File: src/rtl/load_queue_if.sv
// load_queue_if: dispatch, ROB and memory-side signals of the load queue.
// The slave modport is the queue itself; the master modport is whatever
// drives it (dispatch/ROB/memory model). Clock and reset stay plain ports.
interface load_queue_if #(
  parameter int DEPTH  = 4,
  parameter int ROB_IX = 2,
  parameter int ADDR_W = 32
) ();
  localparam int ROB_W = ROB_IX + 1;
  localparam int ROB_N = 2 ** ROB_W;
  localparam int OCC_W = $clog2(DEPTH + 1);

  logic                     flush_in;
  logic                     valid_input_in;
  logic [ADDR_W-1:0]        addr_in;
  logic [2:0]               funct3_in;
  logic [ROB_W-1:0]         rob_ix_in;
  logic                     ready_out;
  logic [ROB_N-1:0]         can_load_in;
  logic                     mem_valid_out;
  logic                     mem_ready_in;
  logic [ADDR_W-1:0]        mem_addr_out;
  logic [2:0]               mem_funct3_out;
  logic [ROB_W-1:0]         mem_rob_ix_out;
  logic [OCC_W-1:0]         occupancy_out;
  logic [DEPTH-1:0]         lq_valid_out;
  logic [DEPTH*ADDR_W-1:0]  lq_addr_out;
  logic [DEPTH*ROB_W-1:0]   lq_rob_ix_out;

  modport slave (
    input  flush_in, valid_input_in, addr_in, funct3_in, rob_ix_in,
           can_load_in, mem_ready_in,
    output ready_out, mem_valid_out, mem_addr_out, mem_funct3_out,
           mem_rob_ix_out, occupancy_out, lq_valid_out, lq_addr_out,
           lq_rob_ix_out
  );

  modport master (
    output flush_in, valid_input_in, addr_in, funct3_in, rob_ix_in,
           can_load_in, mem_ready_in,
    input  ready_out, mem_valid_out, mem_addr_out, mem_funct3_out,
           mem_rob_ix_out, occupancy_out, lq_valid_out, lq_addr_out,
           lq_rob_ix_out
  );
endinterface

File: src/rtl/load_queue.sv
// load_queue: DEPTH-entry queue of pending loads between dispatch and the
// memory unit. A load issues once its ROB slot is marked loadable, through a
// registered valid/ready output stage.
// Optional feature: define LOAD_QUEUE_AGE_ORDER_EN for oldest-first
// selection; otherwise the lowest-index eligible entry issues.
module load_queue #(
  parameter int DEPTH  = 4,
  parameter int ROB_IX = 2,
  parameter int ADDR_W = 32
) (
  input  logic        clk_in,
  input  logic        rst_in,
  load_queue_if.slave lq
);
  localparam int ROB_W = ROB_IX + 1;
  localparam int OCC_W = $clog2(DEPTH + 1);
  localparam int IDX_W = $clog2(DEPTH);

  typedef enum logic {
    FREE = 1'b0,
    WAIT = 1'b1
  } entry_state_e;

  typedef struct packed {
    logic [ADDR_W-1:0] addr;
    logic [2:0]        funct3;
    logic [ROB_W-1:0]  rob_ix;
  } entry_t;

  entry_state_e     state_q [DEPTH];
  entry_state_e     state_d [DEPTH];
  entry_t           entry_q [DEPTH];
  entry_t           entry_d [DEPTH];
  entry_t           stage_q;
  logic             stage_valid_q;

  logic [OCC_W-1:0] occ;
  logic [DEPTH-1:0] eligible;
  logic             free_found;
  logic [IDX_W-1:0] alloc_idx;
  logic             sel_found;
  logic [IDX_W-1:0] sel_idx;
  logic             stage_load;
  logic             alloc;
  logic             issue;
  entry_t           new_entry;

`ifdef LOAD_QUEUE_AGE_ORDER_EN
  logic [IDX_W-1:0] rank_q [DEPTH];
  logic [IDX_W-1:0] rank_d [DEPTH];
  logic [IDX_W-1:0] best_rank;
  logic [IDX_W-1:0] new_rank;
`endif

  // Occupancy and lowest free slot, both from registered entry state only.
  always_comb begin
    // NOTE: every variable written here gets a value before any branch,
    // otherwise synthesis infers a latch to hold it.
    occ        = '0;
    free_found = 1'b0;
    alloc_idx  = '0;
    for (int i = 0; i < DEPTH; i++) begin
      if (state_q[i] == WAIT) begin
        occ = occ + OCC_W'(1);
      end else if (!free_found) begin
        free_found = 1'b1;
        alloc_idx  = IDX_W'(i);
      end
    end
  end

  // An entry may issue when it waits and the ROB marks its slot loadable.
  always_comb begin
    eligible = '0;
    for (int i = 0; i < DEPTH; i++) begin
      eligible[i] = (state_q[i] == WAIT) && lq.can_load_in[entry_q[i].rob_ix];
    end
  end

`ifdef LOAD_QUEUE_AGE_ORDER_EN
  // Oldest-first: the eligible entry with the lowest age rank wins.
  always_comb begin
    sel_found = 1'b0;
    sel_idx   = '0;
    best_rank = '0;
    for (int i = 0; i < DEPTH; i++) begin
      if (eligible[i] && (!sel_found || rank_q[i] < best_rank)) begin
        sel_found = 1'b1;
        sel_idx   = IDX_W'(i);
        best_rank = rank_q[i];
      end
    end
  end
`else
  // Index order: the lowest-index eligible entry wins.
  always_comb begin
    sel_found = 1'b0;
    sel_idx   = '0;
    for (int i = 0; i < DEPTH; i++) begin
      if (eligible[i] && !sel_found) begin
        sel_found = 1'b1;
        sel_idx   = IDX_W'(i);
      end
    end
  end
`endif

  assign lq.ready_out = (occ != OCC_W'(DEPTH));
  assign stage_load   = !stage_valid_q || lq.mem_ready_in;
  // Flush wins over both allocation and issue.
  assign alloc        = lq.valid_input_in && lq.ready_out && !lq.flush_in;
  assign issue        = stage_load && sel_found && !lq.flush_in;
  assign new_entry    = '{addr: lq.addr_in, funct3: lq.funct3_in, rob_ix: lq.rob_ix_in};

`ifdef LOAD_QUEUE_AGE_ORDER_EN
  // The newcomer ranks behind every entry that survives this edge.
  assign new_rank = IDX_W'(occ - OCC_W'(issue));
`endif

  // Next entry state: free the issued entry, fill the allocated one.
  always_comb begin
    state_d = state_q;
    entry_d = entry_q;
`ifdef LOAD_QUEUE_AGE_ORDER_EN
    rank_d  = rank_q;
`endif
    if (lq.flush_in) begin
      for (int i = 0; i < DEPTH; i++) state_d[i] = FREE;
    end else begin
      if (issue) begin
        state_d[sel_idx] = FREE;
`ifdef LOAD_QUEUE_AGE_ORDER_EN
        // Younger entries close the gap left by the issued one.
        for (int i = 0; i < DEPTH; i++) begin
          if (state_q[i] == WAIT && rank_q[i] > rank_q[sel_idx]) begin
            rank_d[i] = rank_q[i] - IDX_W'(1);
          end
        end
`endif
      end
      // The allocated slot was FREE, so it never collides with sel_idx.
      if (alloc) begin
        state_d[alloc_idx] = WAIT;
        entry_d[alloc_idx] = new_entry;
`ifdef LOAD_QUEUE_AGE_ORDER_EN
        rank_d[alloc_idx]  = new_rank;
`endif
      end
    end
  end

  // Entry registers; fields are cleared on reset because lq_* exposes them.
  always_ff @(posedge clk_in or posedge rst_in) begin
    if (rst_in) begin
      // NOTE: the entry array is reset element by element since its
      // contents are visible on the forwarding outputs right after reset.
      for (int i = 0; i < DEPTH; i++) begin
        state_q[i] <= FREE;
        entry_q[i] <= '0;
`ifdef LOAD_QUEUE_AGE_ORDER_EN
        rank_q[i]  <= '0;
`endif
      end
    end else begin
      // NOTE: sequential state uses non-blocking assignment so every
      // register samples the pre-edge values of the others.
      for (int i = 0; i < DEPTH; i++) begin
        state_q[i] <= state_d[i];
        entry_q[i] <= entry_d[i];
`ifdef LOAD_QUEUE_AGE_ORDER_EN
        rank_q[i]  <= rank_d[i];
`endif
      end
    end
  end

  // Output stage: reload when empty or drained, hold under back-pressure.
  always_ff @(posedge clk_in or posedge rst_in) begin
    if (rst_in) begin
      stage_valid_q <= 1'b0;
      stage_q       <= '0;
    end else if (lq.flush_in) begin
      stage_valid_q <= 1'b0;
    end else if (stage_load) begin
      stage_valid_q <= sel_found;
      if (sel_found) stage_q <= entry_q[sel_idx];
    end
  end

  assign lq.mem_valid_out  = stage_valid_q;
  assign lq.mem_addr_out   = stage_q.addr;
  assign lq.mem_funct3_out = stage_q.funct3;
  assign lq.mem_rob_ix_out = stage_q.rob_ix;
  assign lq.occupancy_out  = occ;

  // Flattened per-entry view for the ROB's forwarding checks.
  always_comb begin
    lq.lq_valid_out  = '0;
    lq.lq_addr_out   = '0;
    lq.lq_rob_ix_out = '0;
    for (int i = 0; i < DEPTH; i++) begin
      lq.lq_valid_out[i]                   = (state_q[i] == WAIT);
      lq.lq_addr_out[i*ADDR_W +: ADDR_W]   = entry_q[i].addr;
      lq.lq_rob_ix_out[i*ROB_W +: ROB_W]   = entry_q[i].rob_ix;
    end
  end
endmodule
File: src/flat_wrapper.sv
// flat-port wrapper written by rule: the top's interface ports become plain ports
module load_queue_flat 
#(
  parameter int DEPTH  = 4,
  parameter int ROB_IX = 2,
  parameter int ADDR_W = 32
)
  (clk_in, rst_in, lq_flush_in, lq_valid_input_in, lq_addr_in, lq_funct3_in, lq_rob_ix_in, lq_can_load_in, lq_mem_ready_in, lq_ready_out, lq_mem_valid_out, lq_mem_addr_out, lq_mem_funct3_out, lq_mem_rob_ix_out, lq_occupancy_out, lq_lq_valid_out, lq_lq_addr_out, lq_lq_rob_ix_out);
  load_queue_if #(.DEPTH(DEPTH), .ROB_IX(ROB_IX), .ADDR_W(ADDR_W)) lq_i ();
  input  logic clk_in;
  input  logic rst_in;
  input wire logic [$bits(lq_i.flush_in)-1:0] lq_flush_in;
  input wire logic [$bits(lq_i.valid_input_in)-1:0] lq_valid_input_in;
  input wire logic [$bits(lq_i.addr_in)-1:0] lq_addr_in;
  input wire logic [$bits(lq_i.funct3_in)-1:0] lq_funct3_in;
  input wire logic [$bits(lq_i.rob_ix_in)-1:0] lq_rob_ix_in;
  input wire logic [$bits(lq_i.can_load_in)-1:0] lq_can_load_in;
  input wire logic [$bits(lq_i.mem_ready_in)-1:0] lq_mem_ready_in;
  output wire logic [$bits(lq_i.ready_out)-1:0] lq_ready_out;
  output wire logic [$bits(lq_i.mem_valid_out)-1:0] lq_mem_valid_out;
  output wire logic [$bits(lq_i.mem_addr_out)-1:0] lq_mem_addr_out;
  output wire logic [$bits(lq_i.mem_funct3_out)-1:0] lq_mem_funct3_out;
  output wire logic [$bits(lq_i.mem_rob_ix_out)-1:0] lq_mem_rob_ix_out;
  output wire logic [$bits(lq_i.occupancy_out)-1:0] lq_occupancy_out;
  output wire logic [$bits(lq_i.lq_valid_out)-1:0] lq_lq_valid_out;
  output wire logic [$bits(lq_i.lq_addr_out)-1:0] lq_lq_addr_out;
  output wire logic [$bits(lq_i.lq_rob_ix_out)-1:0] lq_lq_rob_ix_out;
  assign lq_i.flush_in = lq_flush_in;
  assign lq_i.valid_input_in = lq_valid_input_in;
  assign lq_i.addr_in = lq_addr_in;
  assign lq_i.funct3_in = lq_funct3_in;
  assign lq_i.rob_ix_in = lq_rob_ix_in;
  assign lq_i.can_load_in = lq_can_load_in;
  assign lq_i.mem_ready_in = lq_mem_ready_in;
  assign lq_ready_out = lq_i.ready_out;
  assign lq_mem_valid_out = lq_i.mem_valid_out;
  assign lq_mem_addr_out = lq_i.mem_addr_out;
  assign lq_mem_funct3_out = lq_i.mem_funct3_out;
  assign lq_mem_rob_ix_out = lq_i.mem_rob_ix_out;
  assign lq_occupancy_out = lq_i.occupancy_out;
  assign lq_lq_valid_out = lq_i.lq_valid_out;
  assign lq_lq_addr_out = lq_i.lq_addr_out;
  assign lq_lq_rob_ix_out = lq_i.lq_rob_ix_out;
  load_queue #(.DEPTH(DEPTH), .ROB_IX(ROB_IX), .ADDR_W(ADDR_W)) u_core (.clk_in(clk_in), .rst_in(rst_in), .lq(lq_i));
endmodule
File: config.mk
export PLATFORM = sky130hd
export DESIGN_NAME = load_queue_flat
export DESIGN_NICKNAME = d
export VERILOG_FILES = /design/src/rtl/load_queue_if.sv /design/src/rtl/load_queue.sv /design/src/flat_wrapper.sv
export SDC_FILE = /design/constraint.sdc
export NUM_CORES = 1
export LEC_CHECK = 0
export CAP_MARGIN = 15
export CORE_MARGIN = 2
export CORE_UTILIZATION = 45
export CTS_BUF_LIST = sky130_fd_sc_hd__clkbuf_4 sky130_fd_sc_hd__clkbuf_8 sky130_fd_sc_hd__clkbuf_16
export CTS_CLUSTER_SIZE = 40
export DETAILED_ROUTE_END_ITERATION = 6
export PLACE_DENSITY = 0.75
export SLEW_MARGIN = 20
export SYNTH_ARGS = -nofsm -noshare
export SYNTH_HDL_FRONTEND = slang
export SYNTH_SLANG_ARGS = --single-unit
File: constraint.sdc
create_clock -name clk_in -period 6.9 [get_ports clk_in]
set_input_delay 1.38 -clock clk_in [delete_from_list [all_inputs] [get_ports clk_in]]
set_output_delay 1.38 -clock clk_in [all_outputs]
set_load 0.05 [all_outputs]
==> results_dict.tcl, run 1 <==
set metrics [dict create \
    status "finished clean" \
    routabilityCongestion 0.816 \
    fin_skew_ps 8.79 \
    setup_viol 0 \
    grtUsageMet3_pct 5.72 \
    yosys_warnings 0 \
    antennaDiodeCount 0 \
    met2_usage_pct 36.9 \
    hold_violations 0 \
    cts_setup_buffers 0 \
    critPathKind "reg2out" \
    dp.cells 1240 \
    rrSetupSlack_ps 3100 \
    synthFlopType "dfrtp_1" \
    portBuffers 237 \
    rows 55 \
    crit_required_ps 5520 \
    multiInputGateArea_um2 4060 \
    fillers 1957 \
    synth_cells 901 \
    globalRouteMet1Util_pct 28.3 \
    root_buffer "clkbuf_16" \
    synth-compound-area-share_pct 10.6 \
    total_leakage_power_nw 5.24 \
    cts_tree "built" \
    regArea_um2 4880 \
    grt_pass1_vias 7123 \
    synth_top_area_share_pct 47.7 \
    tightest_slew_ps 1030 \
    h-tree-depth 4 \
    worstSkewPairLatency_ps 430 \
    yosysTopAreaCell "dfrtp_1" \
    drive_gt1_share_pct 22.3 \
    grt_max_degree 138 \
    hp-class "reg2reg" \
    rsz0062_at_grt "false" \
    wl_per_cell_um 20.4 \
    period_needed_ps 4550 \
    stdcell_area_um2 12400 \
    finalCritPeriodShare_pct 65.9 \
    fin_tns_setup_ps 0 \
    ctsResizeCount 0 \
    critPathLaunchType "flip-flop" \
    fp.dieH_um 155 \
    cts.path.max_buffers 2 \
    holdBufCountCts 0 \
    grt_pass1_wl_mm 41.0 \
    fin_total_pwr_mw 4.41 \
    cts_sinks 195 \
    track_usage_pct 22.0 \
    first_pass_iters 5 \
    synthArstFlopShare_pct 100 \
    synth_edf_count 0 \
    via_per_inst 5.51 \
    drt_wl_total_mm 26.0 \
    antenna_left 0 \
    layout.cells.non_filler 1271 \
    post-route-drc-count 0 \
    numCtsBuffers 17 \
    yosys.area_share.adder_pct 0.612 \
    ios 238 \
    fp.dieW_um 155 \
    vias 6998 \
    synth_top_family_by_area "multiplexers" \
    die-area_um2 23900 \
    grt.busiest_layer "met2" \
    final_common_cell "clkdlybuf4s50_1" \
    yosysSeqAreaShare_pct 47.7 \
    synth_seq_cells 195 \
    start_util_pct 45.4 \
    drt_iter0_drc 513 \
    synth.mux.area_fraction_pct 19.0 \
    slew_headroom_pct 31.3 \
    fmax_mhz 220 \
    cap_violations 0 \
    ir_drop_mv 0.221 \
    final_core_util_pct 55.0 \
    syn_to_final_growth_pct 20.9 \
    grt_overflow 0 \
    syn_area_um2 10200 \
    syn_nets 957 \
    dp_hpwl_mm 16.4 \
    synthTopCellsByArea "dfrtp_1, mux2_2, buf_4" \
    avgSynthCellArea_um2 11.3 \
    slew_violations 0 \
    crit_fanout 9 \
    finish.net_count 1030 \
    coreArea_um2 22500 \
    dpl_cell_area_um2 11800 \
    antenna_found_initial 0 \
    synth-simple-area-share_pct 8.76 \
    cp-end-kind "output pin" \
    power_density_nw_per_um2 357 \
    clkTransAtPathRegs_ps 70 \
    final_cell_mix "clkdlybuf4s50_1, dfrtp_1, mux2_2" \
    netlist-cell-type-count 44 \
    synth_xor_area_share_pct 0.257 \
    arrival_ps 3170 \
]
==> power by group <==
part / leakage [nW] / internal (mW) / switching, mW
Sequential: 2.47 / 1.39 / 0.186
Combinational: 2.49 / 0.685 / 1.16
Clock: 0.280 / 0.544 / 0.455
Total: 5.24 / 2.62 / 1.80
==> area by class of cell <==
type,count,area share (%)
clock buffer,18,3.50
clock inverter,13,1.21
tap,285,2.88
inverter,8,0.303
multi-input combinational,504,32.8
sequential,195,39.5
timing repair buffer,248,19.8
==> path summary, 6_finish.rpt <==
check | depth (start not counted) | to | start
max | 8 | lq_ready_out | u_core.lq.lq_valid_out[0]$_DFF_PP0_
min | 1 | u_core.entry_q[81]$_DFFE_PP0P_ | u_core.entry_q[81]$_DFFE_PP0P_
max reg2reg | 11 | u_core.lq.lq_addr_out[82]$_DFFE_PP0P_ | u_core.lq.lq_valid_out[0]$_DFF_PP0_
min reg2reg | 1 | u_core.entry_q[81]$_DFFE_PP0P_ | u_core.entry_q[81]$_DFFE_PP0P_
max in group asynchronous | 3 | u_core.entry_q[117]$_DFFE_PP0P_ | rst_in
min in group asynchronous | 2 | u_core.lq.lq_addr_out[28]$_DFFE_PP0P_ | rst_in
==> cell families (layout without fill, tap and decap cells) <==
group                    count (synthesis)  count (layout)
adder cells (fa/ha/maj)                  5               5
XOR/XNOR                                 3               3
AND/OR/NAND/NOR                        156             156
buffers and inverters                  202             287
flip-flops                             195             195
AO/OA/AOI/OAI                          173             173
multiplexers                           167             167
==> state kept, by name, indices dropped and copies added (netlist names) <==
| signal | flops |
|---|---|
| u_core.lq.lq_valid_out | 4 |
| u_core.lq.mem_valid_out | 1 |
| u_core.lq.mem_addr_out | 32 |
| u_core.lq.lq_rob_ix_out | 12 |
| u_core.lq.lq_addr_out | 128 |
| u_core.lq.mem_funct3_out | 3 |
| u_core.entry_q | 12 |
| u_core.lq.mem_rob_ix_out | 3 |
==> synth_stat cells (all sizes together), types with 3 or more instances <==
| master | number |
|---|---|
| a21oi | 77 |
| and2 | 38 |
| and3 | 5 |
| and3b | 3 |
| buf | 168 |
| clkbuf | 26 |
| dfrtp | 195 |
| ha | 5 |
| inv | 8 |
| mux2 | 159 |
| mux2i | 3 |
| mux4 | 5 |
| nand2 | 6 |
| nand2b | 40 |
| nand3 | 41 |
| nor2 | 9 |
| nor2b | 5 |
| nor3 | 3 |
| o21ai | 41 |
| o31a | 37 |
| o31ai | 4 |
| or2 | 3 |
| xor2 | 3 |
==> critical path, cell delays in order (launching register included) <==
cell	delay, ps
dfrtp_1	550
inv_1	110
ha_1	380
xor2_1	190
ha_1	260
and3b_1	160
o21ai_0	160
a21o_1	150
clkdlybuf4s50_1	790
==> layer usage <==
layer,up-vias,share of wire (%)
li1,3194,-
met4,0,1.2
met2,235,49
met3,24,6.8
met5,-,0
met1,3545,43
==> metrics by stage <==
| stage | setup slack [ps] | hold WS, ps |
|---|---|---|
| 5_1_grt | 2210 | 507 |
| 3_3_place_gp | 2470 | 482 |
| 2_1_floorplan | 208 | 472 |
| 3_5_place_dp | 2370 | 488 |
| 6_report | 2350 | 504 |
| 4_1_cts | 2360 | 504 |
No activity file was read; power rests on OpenSTA's default activity.
==> inputs of run 2 (changes only) <==
--- a/config.mk
+++ b/config.mk
@@ -11,7 +11,7 @@
 export CTS_BUF_LIST = sky130_fd_sc_hd__clkbuf_4 sky130_fd_sc_hd__clkbuf_8 sky130_fd_sc_hd__clkbuf_16
 export CTS_CLUSTER_SIZE = 40
 export DETAILED_ROUTE_END_ITERATION = 6
-export PLACE_DENSITY = 0.75
+export PLACE_DENSITY = 0.72
 export SLEW_MARGIN = 20
 export SYNTH_ARGS = -nofsm -noshare
 export SYNTH_HDL_FRONTEND = slang
==> constraint.sdc (replaced) <==
create_clock -name clk_in -period 4.7 [get_ports clk_in]
set_input_delay 0.94 -clock clk_in [delete_from_list [all_inputs] [get_ports clk_in]]
set_output_delay 0.94 -clock clk_in [all_outputs]
set_load 0.05 [all_outputs]
==> results_dict.tcl, run 2 (synthesized netlist as in run 1, its figures left out) <==
set metrics [dict create \
    drt_wl_total_mm 26.4 \
    cts_sinks 195 \
    regArea_um2 4880 \
    tightest_slew_ps 891 \
    drive_gt1_share_pct 22.9 \
    antennaDiodeCount 0 \
    switching_power_mw 2.68 \
    dp.cells 1247 \
    routabilityCongestion 0.824 \
    final_cell_mix "clkdlybuf4s50_1, dfrtp_1, mux2_2" \
    status "finished clean" \
    grt_pass1_wl_mm 42.0 \
    finish.net_count 1037 \
    p_seq_share_pct 35.8 \
    grt_overflow 0 \
    ctsResizeCount 0 \
    layout.cells.non_filler 1279 \
    fin_total_pwr_mw 6.44 \
    grt_pass1_vias 7316 \
    critPathLaunchType "flip-flop" \
    fillers 1927 \
    final_common_cell "clkdlybuf4s50_1" \
    die-area_um2 23900 \
    rows 55 \
    hold_violations 0 \
    fp.dieW_um 155 \
    ir_drop_mv 0.250 \
    ios 238 \
    setup_viol 0 \
    numCtsBuffers 17 \
    wl_per_cell_um 20.7 \
    syn_to_final_growth_pct 21.8 \
    slew_violations 0 \
    cap_violations 0 \
    rsz0062_at_grt "false" \
    swShare_pct 41.6 \
    post-route-drc-count 0 \
    total_leakage_power_nw 5.29 \
    drt_iter0_drc 383 \
    final_core_util_pct 55.4 \
    dp_hpwl_mm 17.5 \
    via_per_inst 5.52 \
    h-tree-depth 4 \
    root_buffer "clkbuf_16" \
    cp.buffers_inverters 2 \
    fin_tns_setup_ps 0 \
    p_int_mw 3.76 \
    slew_headroom_pct 40.4 \
    holdBufCountCts 0 \
    cp_common_cell "ha_1" \
    dpl_cell_area_um2 11900 \
    critical-path-max-stage-delay_ps 800 \
    hp-class "reg2reg" \
    share_comb_of_total_power_pct 42.2 \
    cp-end-kind "output pin" \
    fin_skew_ps 10.9 \
    first_pass_iters 5 \
    crit_required_ps 3760 \
    cts_tree "built" \
    cts.path.max_buffers 2 \
    largest_reg_flops 128 \
    vias 7062 \
    portBuffers 237 \
    worstPathCellList "inv_1 -> ha_1 -> xor2_1 -> ha_1 -> and3b_1 -> o21ai_0 -> a21o_1 -> clkdlybuf4s50_1" \
    track_usage_pct 22.6 \
    grt_max_degree 92 \
    critPathSlowestCell "clkdlybuf4s50_1" \
    crit_fanout 9 \
    fmax_mhz 243 \
    start_util_pct 45.4 \
    antenna_left 0 \
    coreArea_um2 22500 \
    arrival_ps 3170 \
    antenna_found_initial 0 \
    power_density_nw_per_um2 517 \
    cts_setup_buffers 0 \
    fp.dieH_um 155 \
    critPathKind "reg2out" \
    period_needed_ps 4110 \
    finalCritPeriodShare_pct 87.5 \
    multiInputGateArea_um2 4060 \
    path_delay_family "buffers and inverters" \
    clkTransAtPathRegs_ps 70 \
    clkPwrFrac_pct 22.0 \
    stdcell_area_um2 12500 \
    worstSkewPairLatency_ps 430 \
]
-- run 2: changes by cell type in the layout (fill, tap and decap cells not counted) --
cell,before,now
clkinv_4,1,3
clkinvlp_4,3,2
clkinv_2,2,1
inv_8,3,4
buf_12,0,4
buf_4,11,14
bufinv_16,2,0
clkinv_8,0,2
-- run 2: final timing paths --
| path | start | slack [ps] | endpoint | cells after the start |
|---|---|---|---|---|
| max in group asynchronous | rst_in | 3010 | u_core.lq.lq_addr_out[9]$_DFFE_PP0P_ | 3 |
| worst min register to register | u_core.entry_q[118]$_DFFE_PP0P_ | 500 | u_core.entry_q[118]$_DFFE_PP0P_ | 1 |
| worst min-delay path | u_core.entry_q[118]$_DFFE_PP0P_ | 500 | u_core.entry_q[118]$_DFFE_PP0P_ | 1 |
| worst max register to register | u_core.lq.lq_valid_out[0]$_DFF_PP0_ | 1060 | u_core.lq.lq_addr_out[18]$_DFFE_PP0P_ | 11 |
| min in group asynchronous | rst_in | 860 | u_core.lq.lq_addr_out[126]$_DFFE_PP0P_ | 2 |
| worst max-delay path | u_core.lq.lq_valid_out[0]$_DFF_PP0_ | 590 | lq_ready_out | 8 |
-- run 2: layer usage --
layer	share of wire [%]	routed length [µm]	vias up	global-route usage, %
met2	49	13000	223	37.2
met5	0	0	-	0
met4	1.8	466	0	7.67
met1	43	11400	3602	29.6
li1	-	-	3206	-
met3	5.7	1500	31	5.24
-- run 2: layout make-up --
type                            instances  area share, %
Sequential cell                       195           39.2
Tap cell                              285           2.86
Clock inverter                         14           1.14
Timing Repair Buffer                  255           20.5
Clock buffer                           18           3.47
Multi-Input combinational cell        504           32.6
Inverter                                8          0.271
-- run 2: metrics by stage --
| stage | worst slack (ps) | hold slack (ps) |
|---|---|---|
| 6_report | 586 | 501 |
| 4_1_cts | 582 | 503 |
| 3_5_place_dp | 1040 | 487 |
| 2_1_floorplan | 698 | 472 |
| 3_3_place_gp | 1080 | 481 |
| 5_1_grt | 441 | 519 |
-- run 2: power by group through the flow --
stage	Clock [mW]	Sequential [mW]	Combinational [mW]
floorplan	0	2.83	1.51
global placement	0	2.33	2.70
detailed placement	0	2.33	2.72
CTS	1.45	2.31	2.73
global route	1.53	2.35	2.83
finish	1.42	2.30	2.72
